$ cat src/rtl/hi_arbiter_rr.sv
// rtl/hi_arbiter_rr.sv - multi-master HI device bus arbiter with read-request replay and lock timeout
// Grant decision is registered; bus and return muxing are combinational from the registered owner.
module hi_arbiter_rr #(
  parameter int NUM_HOSTS    = 2,
  parameter int RR_MODE      = 1,
  parameter int LOCK_TIMEOUT = 0,
  parameter int HOST_W       = (NUM_HOSTS > 1) ? $clog2(NUM_HOSTS) : 1
) (
  input  logic                      ifclk,
  input  logic                      reset,
  input  logic [16*NUM_HOSTS-1:0]   I_di_term_addr,
  input  logic [32*NUM_HOSTS-1:0]   I_di_reg_addr,
  input  logic [32*NUM_HOSTS-1:0]   I_di_len,
  input  logic [32*NUM_HOSTS-1:0]   I_di_reg_datai,
  input  logic [NUM_HOSTS-1:0]      I_di_write,
  input  logic [NUM_HOSTS-1:0]      I_di_write_mode,
  input  logic [NUM_HOSTS-1:0]      I_di_read_mode,
  input  logic [NUM_HOSTS-1:0]      I_di_read_req,
  input  logic [NUM_HOSTS-1:0]      I_di_read,
  input  logic [NUM_HOSTS-1:0]      I_lock_arbitor,
  output logic [NUM_HOSTS-1:0]      O_di_write_rdy,
  output logic [NUM_HOSTS-1:0]      O_di_read_rdy,
  output logic [32*NUM_HOSTS-1:0]   O_di_reg_datao,
  output logic [16*NUM_HOSTS-1:0]   O_di_transfer_status,
  output logic [15:0]               di_term_addr,
  output logic [31:0]               di_reg_addr,
  output logic [31:0]               di_len,
  output logic [31:0]               di_reg_datai,
  output logic                      di_read_mode,
  output logic                      di_read_req,
  output logic                      di_read,
  output logic                      di_write,
  output logic                      di_write_mode,
  input  logic                      di_read_rdy,
  input  logic                      di_write_rdy,
  input  logic [31:0]               di_reg_datao,
  input  logic [15:0]               di_transfer_status,
  output logic [HOST_W-1:0]         owner,
  output logic                      owner_valid,
  output logic                      lock_timeout
);

  localparam int CNT_W = (LOCK_TIMEOUT > 0) ? $clog2(LOCK_TIMEOUT + 1) : 1;
  localparam logic [CNT_W-1:0] CNT_MAX = CNT_W'(LOCK_TIMEOUT);

  typedef enum logic {ST_IDLE, ST_GRANT} state_t;

  state_t               state, state_nxt;
  logic [HOST_W-1:0]    owner_nxt, last_owner, last_owner_nxt;
  logic [HOST_W-1:0]    win_all, win_oth;
  logic [NUM_HOSTS-1:0] pend, pend_nxt, req, sel, oth_mask;
  logic [CNT_W-1:0]     lock_cnt, lock_cnt_nxt;
  logic                 own_mode, own_lock, own_rreq, replay;
  logic                 any_req, oth_req, expired, busy, lock_idle, handover;

  // Round-robin ranks each requester by its distance after base; fixed priority by index.
  function automatic logic [HOST_W-1:0] pick(input logic [NUM_HOSTS-1:0] mask,
                                             input logic [HOST_W-1:0]    base);
    logic [HOST_W-1:0] w;
    int                best;
    int                d;
    w    = '0;
    best = NUM_HOSTS;
    for (int k = 0; k < NUM_HOSTS; k++) begin
      if (RR_MODE != 0)
        d = (k > int'(base)) ? (k - int'(base) - 1) : (k + NUM_HOSTS - int'(base) - 1);
      else
        d = k;
      if (mask[k] && (d < best)) begin
        best = d;
        w    = HOST_W'(k);
      end
    end
    return w;
  endfunction

  assign owner_valid = (state == ST_GRANT);

  always_comb begin
    sel      = '0;
    oth_mask = '0;
    for (int k = 0; k < NUM_HOSTS; k++) begin
      sel[k]      = owner_valid && (owner == HOST_W'(k));
      oth_mask[k] = (owner != HOST_W'(k));
    end
  end

  assign req       = I_di_read_mode | I_di_write_mode | pend;
  assign any_req   = |req;
  assign oth_req   = |(req & oth_mask);
  assign own_mode  = |(sel & (I_di_read_mode | I_di_write_mode));
  assign own_lock  = |(sel & I_lock_arbitor);
  assign own_rreq  = |(sel & I_di_read_req);
  // pend can only be set while a host is not owner, so pend[owner] is live only in its first grant cycle.
  assign replay    = |(sel & pend);
  assign lock_idle = own_lock & ~own_mode;
  assign expired   = (LOCK_TIMEOUT != 0) && (lock_cnt == CNT_MAX) && oth_req;
  assign busy      = own_mode | (own_lock & ~expired);
  assign win_all   = pick(req, last_owner);
  assign win_oth   = pick(req & oth_mask, last_owner);

  always_comb begin
    state_nxt      = state;
    owner_nxt      = owner;
    last_owner_nxt = last_owner;
    handover       = 1'b0;
    case (state)
      ST_IDLE: begin
        if (any_req) begin
          state_nxt      = ST_GRANT;
          owner_nxt      = win_all;
          last_owner_nxt = win_all;
        end
      end
      ST_GRANT: begin
        if (!busy) begin
          if (oth_req) begin
            owner_nxt      = win_oth;
            last_owner_nxt = win_oth;
            handover       = 1'b1;
          end else begin
            state_nxt = ST_IDLE;
          end
        end
      end
      default: state_nxt = ST_IDLE;
    endcase
  end

  always_comb begin
    pend_nxt     = (pend | I_di_read_req) & ~sel;
    lock_cnt_nxt = '0;
    if (lock_idle && !handover)
      lock_cnt_nxt = (lock_cnt == CNT_MAX) ? lock_cnt : lock_cnt + 1'b1;
  end

  always_ff @(posedge ifclk) begin
    if (reset) begin
      state        <= ST_IDLE;
      owner        <= '0;
      last_owner   <= HOST_W'(NUM_HOSTS - 1);
      pend         <= '0;
      lock_cnt     <= '0;
      lock_timeout <= 1'b0;
    end else begin
      state        <= state_nxt;
      owner        <= owner_nxt;
      last_owner   <= last_owner_nxt;
      pend         <= pend_nxt;
      lock_cnt     <= lock_cnt_nxt;
      lock_timeout <= handover & expired;
    end
  end

  always_comb begin
    di_term_addr  = '0;
    di_reg_addr   = '0;
    di_len        = '0;
    di_reg_datai  = '0;
    di_read_mode  = 1'b0;
    di_read       = 1'b0;
    di_write      = 1'b0;
    di_write_mode = 1'b0;
    for (int k = 0; k < NUM_HOSTS; k++) begin
      if (sel[k]) begin
        di_term_addr  = I_di_term_addr[16*k +: 16];
        di_reg_addr   = I_di_reg_addr[32*k +: 32];
        di_len        = I_di_len[32*k +: 32];
        di_reg_datai  = I_di_reg_datai[32*k +: 32];
        di_read_mode  = I_di_read_mode[k];
        di_read       = I_di_read[k];
        di_write      = I_di_write[k];
        di_write_mode = I_di_write_mode[k];
      end
    end
  end

  assign di_read_req = own_rreq | replay;

  always_comb begin
    O_di_write_rdy       = '0;
    O_di_read_rdy        = '0;
    O_di_reg_datao       = '0;
    O_di_transfer_status = '0;
    for (int k = 0; k < NUM_HOSTS; k++) begin
      if (sel[k]) begin
        O_di_write_rdy[k]                 = di_write_rdy;
        O_di_read_rdy[k]                  = di_read_rdy;
        O_di_reg_datao[32*k +: 32]        = di_reg_datao;
        O_di_transfer_status[16*k +: 16]  = di_transfer_status;
      end
    end
  end

endmodule

$ cat config.mk
export PLATFORM = sky130hd
export DESIGN_NAME = hi_arbiter_rr
export DESIGN_NICKNAME = d
export VERILOG_FILES = /design/src/rtl/hi_arbiter_rr.sv
export SDC_FILE = /design/constraint.sdc
export NUM_CORES = 1
export LEC_CHECK = 0
export ABC_AREA = 1
export CAP_MARGIN = 40
export CORE_AREA = 2 2 196 198
export CTS_BUF_LIST = sky130_fd_sc_hd__clkbuf_8
export DETAILED_ROUTE_END_ITERATION = 6
export DIE_AREA = 0 0 198 200
export SYNTH_ARGS = -nofsm -noshare
export SYNTH_HDL_FRONTEND = slang
export SYNTH_SLANG_ARGS = --single-unit
$ cat constraint.sdc
create_clock -name ifclk -period 4.5 [get_ports ifclk]
set_clock_uncertainty 0.2 [all_clocks]
set_input_delay 1.35 -clock ifclk [delete_from_list [all_inputs] [get_ports ifclk]]
set_output_delay 1.35 -clock ifclk [all_outputs]
set_load 0.01 [all_outputs]
**Yosys cells after proc, flatten, opt, wreduce, memory -nomap -nowiden**

Cells that the tools add are included.

- Output and inout port bits: 220
- Register bits: 5
- Word-level logic and storage cells: 81

- Add/subtract/negate cells: 6
- Order comparisons: 4
- Equal/unequal tests: 3
- Multiplexer cells: 37
- Bitwise operators: 14
- Reductions and logical operators: 13

Operators by type and width:

| operator | number |
|---|---|
| $mux W32 | 11 |
| $lt A32 B32 Y1 | 2 |
| $mux W16 | 4 |
| $mux W1 | 20 |
| $and A2 B2 Y2 | 6 |
| $reduce_or A2 Y1 | 6 |
| $sub A3 B2 Y4 const B | 2 |
| $logic_and A1 B1 Y1 | 6 |
| $or A2 B2 Y2 | 3 |
| $sub A2 B1 Y3 const A | 2 |
| $lt A4 B3 Y1 const B | 1 |
| $ne A2 B2 Y1 const B | 2 |
| $pmux W1 S2 | 2 |
| $reduce_and A3 Y1 | 1 |
| $sub A2 B2 Y3 const B | 1 |
| $ne A2 B1 Y1 const B | 1 |
| $not A1 Y1 | 2 |
| $not A2 Y2 | 1 |
| $or A1 B1 Y1 | 2 |
| $sub A1 B1 Y2 const A | 1 |
| $gt A1 B1 Y1 const A | 1 |

**Longest topological paths before layout**

Gate-level depths: netlist of the first run.

- Depth in word-level cells: 11
- Gate-level depth with buffers: 9
- Depth with buffers taken out: 8

**Worst setup path after synthesis of the first run**

Ideal clock, no wire load.

- Kind: input port to output port
- From: in I_di_read_req[1]
- To: out di_read_req
- Cell stages on the path: 2
- Path slack: 1.338 ns
- Data arrival time: 1.612 ns
- Data required time: 2.950 ns
- Cells stage by stage: nor2_1 o22ai_1

- Cells in the longest elaborated chain, start to end: 3

Ends and longest elaborated chain:

| what | RTL line | source |
|---|---|---|
| start, declared | 18 | `input logic [NUM_HOSTS-1:0] I_di_read_req,` |
| $and A2 B2 Y2 | 93 | `assign own_rreq = \|(sel & I_di_read_req);` |
| $reduce_or A2 Y1 | 93 |  |
| $or A1 B1 Y1 | 178 | `assign di_read_req = own_rreq \| replay;` |
| end, declared | 30 | `output logic di_read_req,` |

Every way passes these cells.

**Final worst setup path of the first run**

- From: in I_di_read_mode[0]
- To: out di_read_mode

- Cells in the longest elaborated chain, start to end: 2

Ends and longest elaborated chain:

| what | RTL line | source |
|---|---|---|
| start, declared | 17 | `input logic [NUM_HOSTS-1:0] I_di_read_mode,` |
| $mux W1 (2 in series) | 165 | `if (sel[k]) begin` |
| end, declared | 29 | `output logic di_read_mode,` |

Every way passes these cells.

==> results of run 1 <==
[critical path, delay by kind of cell]
family                 cells  cell delay (ps)
buffers and inverters      2             1120
AO/OA/AOI/OAI              1              230
[registers in the layout, summed over array words and instances (netlist names)]
| register | flops |
|---|---|
| pend | 2 |
| last_owner | 1 |
| owner | 1 |
| owner_valid | 1 |
[how the worst max path moves through the flow]
stage / endpoint / slack (ps) / cells after the start
after global routing: O_di_reg_datao[6] / 210 / 6
after global placement: di_reg_datai[12] / 270 / 3
final: di_read_mode / 250 / 3
after detailed placement: di_read_mode / 270 / 3
after CTS: di_read_mode / 250 / 3
after floorplan: di_read_req / 1340 / 2
[layout make-up]
class	instances	share of cell area [%]
tap	511	8.20
inverter	58	2.82
clock buffer	3	0.529
timing repair buffer	524	67.3
sequential	5	1.28
clock inverter	1	0.0481
multi-input combinational	250	19.8
[routing by layer]
layer / wire, um / global-route usage [%]
met5: 0 / 0
met1: 9570 / 12.9
met4: 385 / 2.03
met2: 11200 / 17.2
met3: 1540 / 1.46
[cells by family (layout without fill, tap and decap cells)]
| group | after synthesis | in the layout | synth area share (%) |
|---|---|---|---|
| AOI/OAI and AO/OA | 119 | 119 | 50.8 |
| buffers and inverters | 95 | 586 | 19.5 |
| DFF | 5 | 5 | 4.92 |
| other | 1 | 1 | 0.184 |
| and+or+nand+nor | 130 | 130 | 24.6 |
[cell usage after synthesis]
cell type / number / area share (%)
a22o_1: 116 / 50
nor2_1: 108 / 20
inv_1: 56 / 10
buf_2: 23 / 5.7
nand2_1: 13 / 2.4
clkbuf_1: 6 / 1.1
buf_1: 5 / 0.92
dfxtp_1: 5 / 4.9
nand3_1: 4 / 0.98
buf_4: 3 / 1.1
nor3_1: 3 / 0.74
inv_2: 2 / 0.37
a21oi_1: 1 / 0.25
a31oi_1: 1 / 0.31
conb_1: 1 / 0.18
nand2_2: 1 / 0.31
nand4_1: 1 / 0.31
o22ai_1: 1 / 0.31
[through the flow]
stage | hold slack (ps) | total power, mW | cell area [um2] | worst slack [ps] | cells
3_5_place_dp | 247 | 1.22 | 7750 | 271 | 1348
2_1_floorplan | 229 | 0.439 | 2040 | 1340 | 350
3_3_place_gp | 243 | 1.21 | 7730 | 267 | 1347
5_1_grt | 296 | 1.37 | 7800 | 205 | 1352
6_report | 257 | 1.29 | 7800 | 247 | 1352
4_1_cts | 258 | 1.31 | 7800 | 251 | 1352
[power groups by stage]
stage,clock network [mW],logic (mW),registers (mW)
finish,0.0813,1.16,0.0562
detailed placement,0,1.16,0.0571
floorplan,0,0.383,0.0554
global route,0.0876,1.23,0.0573
global placement,0,1.16,0.0569
CTS,0.0840,1.17,0.0565
==> summary.md, run 1 <==
| Metric | Value |
|---|---|
| Yosys reg bits | `5` |
| Count of pins over their slew limit | `0` |
| Post-DP HPWL | `19900 um` |
| Pleak | `3.17 nW` |
| Die Ht | `200 um` |
| Max Cap Viol | `0` |
| Antenna violations before repair | `0` |
| Placer Congestion | `0.801` |
| Vias in the first global route | `4214` |
| Worst hold path startpoint | `last_owner$_SDFFE_PP1P_` |
| Synth-to-layout area growth | `283%` |
| Int Pwr | `792 uW` |
| Worst-path clk slew | `40 ps` |
| CTS tree | `yes` |
| CTS Buffer Depth | `2` |
| Clk sinks | `5` |
| Number of buffers created by CTS | `3` |
| Wire length per cell | `around 17 um` |
| First-pass GRT wire length | `28300 um` |
| Synth Warn # | `0` |
| Total wire length | `22700 um` |
| Final hold vios | `0` |
| Final min period | `4250 ps` |
| CP startpoint | `I_di_read_mode[0]` |
| Crit-path most repeated cell | `clkdlybuf4s50_1` |
| CTS Hold Buffers Added | `0` |
| Fin crit share | `94.5%` |
| Root Driver | `clkbuf_8` |
| Reg2Reg Setup Slack | `2510 ps` |
| Gate power share | `~89%` |
| Via-to-Cell Ratio | `3.29` |
| Worst slew margin | `56.6%` |
| GR Util All Layers | `9.85%` |
| CP Class | `in -> out` |
| Syn Std Cell Area | `2040 um2` |
| Vias | `4443` |
| Area of the multi-input gates | `1550 um2` |
| Number of cells on the worst reg-to-reg path | `9` |
| Sequential cell area | `100 um2` |
| Worst r2r src | `owner_valid$_SDFF_PP0_` |
| Initial Util | `5.44%` |
| Most frequent cells in the layout | `clkdlybuf4s50_1, a22o_1, nor2_1` |
| # fillers | `4108` |
| Crit path cell chain | `clkdlybuf4s50_1 > a22o_1 > clkdlybuf4s50_1` |
| Final setup fails | `0` |
| Commonest non-fill, non-tap cell in the layout | `clkdlybuf4s50_1` |
| Gate Count Post-Synth | `350` |
| Post-layout util | `a little over a fifth` |
| TritonRoute pass-1 iters | `4` |
| CP Max Fanout | `3` |
| Largest net degree at the start of global routing | `53` |
| Hold Path Class | `reg -> reg` |
| Core ar. | `37400 um2` |
| Residual DRC | `0` |
| Clock latency at the later pin of the worst-skew pair | `220 ps` |
| Least-Margin Pin Slew | `649 ps` |
| Status | `complete, no violations` |
| Sw Ratio | `38.8%` |
| PortBufs | `506` |
| Postcts setup bufs | `0` |
| Post-synth cell types | `18` |
| Setup TNS | `0 ps` |
| Peak supply drop | `0.100 mV` |
| Post-synthesis sequential area ratio | `4.92%` |
| Antenna diode count | `0` |
| Rows | `slightly above 70` |
| Syn Nets | `638` |
| I/O Pins | `about 510` |
| Final net count | `approximately 1100` |
| Setup crit start kind | `input port` |
| Detail Route Antenna Nets | `0` |
| Unrepaired setup endpoints after global routing | `no` |
| CP peak stage delay | `around 570 ps` |
| Die Area | `slightly below 40000 um2` |
| Hold Path End | `last_owner$_SDFFE_PP1P_` |
| FF-to-FF End | `owner$_SDFFE_PP0P_` |
| Clock Power Share | `6.3%` |
| Worst Hold Depth | `2` |
| Slowest CP cell | `clkdlybuf4s50_1` |
| Global route overflow | `0` |
| Required @ worst endpoint | `around 3000 ps` |
| Fmax | `0.235 GHz` |
| Die width | `198 um` |
| Critical path endpoint category | `primary output` |
| Net Sw Power | `503 uW` |
| PD cells | `166 nW/um2` |
| Post-CTS Resized | `0` |
| Worst EP arrival | `2700 ps` |
| Post-Syn Area per Cell | `between 5 and 6 um2` |
| Seq pwr share | `4.3%` |
| DR iter-0 viols | `235` |
| CTS H-tree depth | `1` |
| Share of post-route cells with drive strength above 1 | `~3.7%` |
No activity file was read; power rests on OpenSTA's default activity.
==> run 2: changes to the inputs <==
CAP_MARGIN = 20   (was 40)
==> run 2 against run 1 <==
- sequential share of layout area barely moved
- hold slack got worse by 0.67 ps
- wire length rose by 0.54%
- die area did not move
==> summary.md, run 2 (synthesis results as in run 1) <==
| Metric | Value |
|---|---|
| Status | `complete, no violations` |
| Synth-to-layout area growth | `282%` |
| Peak supply drop | `0.132 mV (+32%)` |
| Hold Path Class | `reg -> reg` |
| Final min period | `4270 ps (+14.5 ps)` |
| Critical path endpoint category | `primary output` |
| Most flop-heavy register | `pend` |
| Hold Path End | `last_owner$_SDFFE_PP1P_` |
| Setup TNS | `0 ps (unchanged)` |
| Core ar. | `37400 um2 (unchanged)` |
| Pleak | `3.16 nW (-0.31%)` |
| Postcts setup bufs | `0 (unchanged)` |
| Die Area | `39600 um2 (unchanged)` |
| Inst Count DP | `1347 (-0.074%)` |
| Die Ht | `200 um (unchanged)` |
| Worst EP arrival | `2720 ps (+20 ps)` |
| Clock latency at the later pin of the worst-skew pair | `220 ps (about the same)` |
| Post-CTS Resized | `0 (unchanged)` |
| Count of pins over their slew limit | `0 (unchanged)` |
| PD cells | `165 nW/um2 (-0.33%)` |
| TritonRoute pass-1 iters | `6 (+2)` |
| Via-to-Cell Ratio | `3.34 (+1.7%)` |
| First-pass GRT wire length | `28400 um (+0.37%)` |
| Reg2Reg Setup Slack | `2490 ps (-20 ps)` |
| Final hold vios | `0 (unchanged)` |
| FF-to-FF End | `owner$_SDFFE_PP0P_` |
| Worst hold path startpoint | `last_owner$_SDFFE_PP1P_` |
| CP Class | `reg -> out` |
| Total wire length | `22800 um (+0.54%)` |
| DR iter-0 viols | `152 (-35%)` |
| Wire length per cell | `16.9 um (+0.54%)` |
| Setup crit start kind | `register` |
| Max Cap Viol | `0 (unchanged)` |
| CTS H-tree depth | `1 (unchanged)` |
| Detail Route Antenna Nets | `0 (unchanged)` |
| Max FFs per register | `2 (unchanged)` |
| Antenna violations before repair | `1 (+1)` |
| Required @ worst endpoint | `2950 ps (about the same)` |
| CTS tree | `yes` |
| Clk sinks | `5 (unchanged)` |
| Worst Hold Depth | `2 (unchanged)` |
| Most frequent cells in the layout | `clkdlybuf4s50_1, a22o_1, nor2_1` |
| Residual DRC | `0 (unchanged)` |
| Unrepaired setup endpoints after global routing | `no` |
| Final net count | `1129 (-0.088%)` |
| Post-route insts no fill | `1352 (unchanged)` |
| Number of cells on the worst reg-to-reg path | `9 (unchanged)` |
| I/O Pins | `508 (unchanged)` |
| Final setup fails | `0 (unchanged)` |
| CTS Buffer Depth | `2 (unchanged)` |
| CP Max Fanout | `51 (+48)` |
| Vias | `4518 (+1.7%)` |
| PortBufs | `506 (unchanged)` |
| Commonest non-fill, non-tap cell in the layout | `clkdlybuf4s50_1` |
| Fin crit share | `94.8% (+0.32 points)` |
| Largest net degree at the start of global routing | `53 (unchanged)` |
| Worst slew margin | `37.6% (-19 points)` |
| Total power | `1.29 mW (-0.55%)` |
| Least-Margin Pin Slew | `935 ps (+286 ps)` |
| Vias in the first global route | `4211 (-0.071%)` |
| Post-DP HPWL | `19900 um (+0.16%)` |
| GR Util All Layers | `9.87% (+0.014 points)` |
| Root Driver | `clkbuf_8` |
| Initial Util | `5.44% (unchanged)` |
| Rows | `71 (unchanged)` |
| Number of buffers created by CTS | `3 (unchanged)` |
| # fillers | `4118 (+0.24%)` |
| Worst-path clk slew | `40 ps (about the same)` |
| Global route overflow | `0 (unchanged)` |
| Die width | `198 um (unchanged)` |
| Share of post-route cells with drive strength above 1 | `3.57% (-0.11 points)` |
| Placer Congestion | `0.801 (unchanged)` |
| Worst r2r src | `owner_valid$_SDFF_PP0_` |
| Fmax | `0.234 GHz (-0.34%)` |
| CTS Hold Buffers Added | `0 (unchanged)` |
## run 2: power breakdown
part / internal [mW] / leakage, nW / switching [mW] / total [mW]
clock network: 0.0585 / 0.0269 / 0.0226 / 0.0811
logic: 0.679 / 3.09 / 0.471 / 1.15
registers: 0.0503 / 0.0417 / 0.00573 / 0.0560
## run 2: per-layer routing
| metal | up-vias | wire length, um | share of wire, % | track usage [%] |
|---|---|---|---|---|
| met3 | 12 | 1720 | 7.5 | 1.65 |
| met1 | 2077 | 9520 | 42 | 12.8 |
| met5 | - | 0 | 0 | 0 |
| met4 | 0 | 432 | 1.9 | 2.17 |
| li1 | 2183 | - | - | - |
| met2 | 246 | 11200 | 49 | 17.1 |
## run 2: worst max-delay path, cell delays in order (launching register included)
cell and delay (ps):
dfxtp_1 370, inv_1 110, nor2_4 540, inv_2 530, o22ai_1 320, clkdlybuf4s50_1 590
## run 2: worst max path at each step
stage          cells past startpoint                to              startpoint  slack [ps]
6_report                           5       di_read_req  owner_valid$_SDFF_PP0_         230
5_1_grt                            5       di_read_req  owner_valid$_SDFF_PP0_          20
3_5_place_dp                       3      di_read_mode       I_di_read_mode[0]         270
3_3_place_gp                       3  di_reg_datai[12]      I_di_reg_datai[44]         270
4_1_cts                            5       di_read_req  owner_valid$_SDFF_PP0_         110
2_1_floorplan                      2       di_read_req        I_di_read_req[1]        1340
## run 2: per-stage QoR
step	worst slack (ps)	hold slack, ps	utilization (%)	instance area [um2]
after floorplan	1340	229	-	2040
after global placement	267	243	20.7	7730
after detailed placement	272	247	20.7	7730
after CTS	112	257	20.8	7780
after global routing	24.7	295	20.8	7780
final	233	257	20.8	7780
## run 2: final cells by class
class / count / area [um2] / share of cell area [%]
inverter: 58 / 220 / 2.83
sequential: 5 / 100 / 1.29
clock inverter: 1 / 3.75 / 0.0482
antenna: 1 / 2.50 / 0.0322
timing repair buffer: 523 / 5230 / 67.2
clock buffer: 3 / 41.3 / 0.531
tap: 511 / 639 / 8.22
multi-input combinational: 250 / 1550 / 19.9
==> run 3: changes to the inputs <==
CORE_AREA = 2 2 195 197   (was 2 2 196 198)
DIE_AREA = 0 0 197 199   (was 0 0 198 200)
clock period = 4 ns   (was 4.5 ns; I/O delays follow)
==> run 3 against run 2 <==
- final cell count is 3.2% lower
- register-to-register slack worse by 300 ps
- clock-buffer cell count stayed put
- largest power group unchanged
- first-iteration DRC count is 23% lower
- critical path type is now in -> out
- design area is 0.45% lower
==> summary.md, run 3 (synthesis results as in run 1) <==
| Metric | Value |
|---|---|
| Fin crit share | `98.8%` |
| Slowest CP cell | `clkdlybuf4s50_1` |
| CP peak stage delay | `620 ps (+30 ps)` |
| Pleak | `3.16 nW (about the same)` |
| Final net count | `1123 (-0.53%)` |
| Required @ worst endpoint | `2600 ps (-350 ps)` |
| Setup TNS | `0 ps (unchanged)` |
| Critical path endpoint category | `primary output` |
| DR iter-0 viols | `117 (-23%)` |
| Wire length per cell | `17.2 um (+1.8%)` |
| I/O Pins | `508 (unchanged)` |
| Antenna violations before repair | `3 (+2)` |
| Total power | `1.46 mW (+14%)` |
| Rows | `71 (unchanged)` |
| Placer Congestion | `0.799 (-0.29%)` |
| Setup crit start kind | `input port` |
| First-pass GRT wire length | `29300 um (+2.9%)` |
| Root Driver | `clkbuf_8` |
| Worst slack, placed | `27.3 ps (-245 ps)` |
| Hold Slack | `258 ps (+1.52 ps)` |
| Number of buffers created by CTS | `3 (unchanged)` |
| Clk sinks | `5 (unchanged)` |
| Final setup fails | `0 (unchanged)` |
| Status | `complete, no violations` |
| Vias | `4473 (-1.0%)` |
| # fillers | `4130 (+0.29%)` |
| PD cells | `189 nW/um2 (+14%)` |
| Largest net degree at the start of global routing | `53 (unchanged)` |
| Residual DRC | `0 (unchanged)` |
| Global route overflow | `0 (unchanged)` |
| Worst-path clk slew | `40 ps (about the same)` |
| Max FFs per register | `2 (unchanged)` |
| Die width | `197 um (-0.51%)` |
| Synth-to-layout area growth | `281%` |
| CP Class | `in -> out` |
| Most flop-heavy register | `pend` |
| Unrepaired setup endpoints after global routing | `no` |
| Post-layout util | `20.9% (+0.055 points)` |
| Total wire length | `22500 um (-1.4%)` |
| Final worst setup slack | `46.7 ps (-186 ps)` |
| Hold Path Class | `reg -> reg` |
| Peak supply drop | `0.0768 mV (-42%)` |
| Via-to-Cell Ratio | `3.42 (+2.3%)` |
| CP Max Fanout | `3 (-94%)` |
| Most frequent cells in the layout | `clkdlybuf4s50_1, a22o_1, nor2_1` |
| Post-DP HPWL | `19400 um (-2.5%)` |
| Clock latency at the later pin of the worst-skew pair | `220 ps (about the same)` |
| Cell family with most CP delay | `buffers and inverters` |
| Die Ht | `199 um (-0.50%)` |
| Final non-filler cell area | `7750 um2 (-0.45%)` |
| Worst slew margin | `57.9% (+20 points)` |
| Share of post-route cells with drive strength above 1 | `3.72% (+0.15 points)` |
| TritonRoute pass-1 iters | `4 (-2)` |
| Max Cap Viol | `0 (unchanged)` |
| Fmax | `approximately 0.25 GHz` |
| Inst Count DP | `1304 (-3.2%)` |
| CTS Buffer Depth | `2 (unchanged)` |
| CTS tree | `yes` |
| Post-route insts no fill | `1309 (-3.2%)` |
| Worst path bufs/invs | `2 (-1)` |
| Crit path cell chain | `clkdlybuf4s50_1 > a22o_1 > clkdlybuf4s50_1` |
| DP Area | `7690 um2 (-0.57%)` |
| Final min period | `3950 ps` |
| Commonest non-fill, non-tap cell in the layout | `clkdlybuf4s50_1` |
| Least-Margin Pin Slew | `627 ps (-308 ps)` |
| Die Area | `39200 um2 (-1.0%)` |
| Core ar. | `37100 um2 (-0.71%)` |
| GR Util All Layers | `10.3% (+0.39 points)` |
| PortBufs | `506 (unchanged)` |
| Vias in the first global route | `4333 (+2.9%)` |
| Initial Util | `5.48% (+0.039 points)` |
| Worst EP arrival | `2550 ps (-170 ps)` |
| Detail Route Antenna Nets | `0 (unchanged)` |
| Count of pins over their slew limit | `0 (unchanged)` |
| CTS Hold Buffers Added | `0 (unchanged)` |
| Final hold vios | `0 (unchanged)` |
| CTS H-tree depth | `1 (unchanged)` |
| Crit-path most repeated cell | `clkdlybuf4s50_1` |
==> run 3: changes by cell type in the layout (fill, tap and decap cells not counted), sizes merged <==
cell / previous run / this run
clkdlybuf4s50: 500 / 494
==> run 3: layout make-up <==
type	count	area (um2)	share of cell area [%]
well taps	474	593	7.66
flip-flops and latches	5	100	1.29
inverters	58	220	2.84
multi-input cells	250	1560	20.1
diodes	1	2.50	0.0323
repair buffers	517	5230	67.5
clock buffers	3	41.3	0.533
clock inverters	1	3.75	0.0485
==> run 3: path summary, 6_finish.rpt <==
check,startpoint,to,slack (ps),depth (start not counted)
worst max-delay path,I_di_write_mode[0],di_write_mode,50,3
worst max register to register,pend[0]$_SDFF_PP0_,owner$_SDFFE_PP0P_,2190,5
worst min register to register,last_owner$_SDFFE_PP1P_,last_owner$_SDFFE_PP1P_,260,2
worst min-delay path,last_owner$_SDFFE_PP1P_,last_owner$_SDFFE_PP1P_,260,2
==> run 3: timing repair <==
| item | CTS | global route |
|---|---|---|
| buffers inserted | 0 | 0 |
| resized for setup | 0 | 1 |
| setup endpoints to repair | 0 | 1 |
==> run 3: where the power goes <==
| group | leakage, nW | total [mW] | internal (mW) | switching [mW] |
|---|---|---|---|---|
| clock network | 0.0269 | 0.0953 | 0.0662 | 0.0291 |
| logic | 3.09 | 1.30 | 0.769 | 0.535 |
| registers | 0.0417 | 0.0640 | 0.0565 | 0.00753 |
==> run 3: tightest hold or removal path, stage by stage (launching register included) <==
cell and delay [ps]:
dfxtp_1 320, nand2_1 50, nand3_1 50
==> run 3: metal layers <==
| layer | vias to the layer above | part of all wire (%) | track usage, % |
|---|---|---|---|
| li1 | 2169 | - | - |
| met1 | 2013 | 41 | 12.6 |
| met2 | 277 | 49 | 18.3 |
| met3 | 10 | 8.9 | 2.81 |
| met4 | 4 | 0.90 | 1.28 |
| met5 | - | 0.12 | 0 |
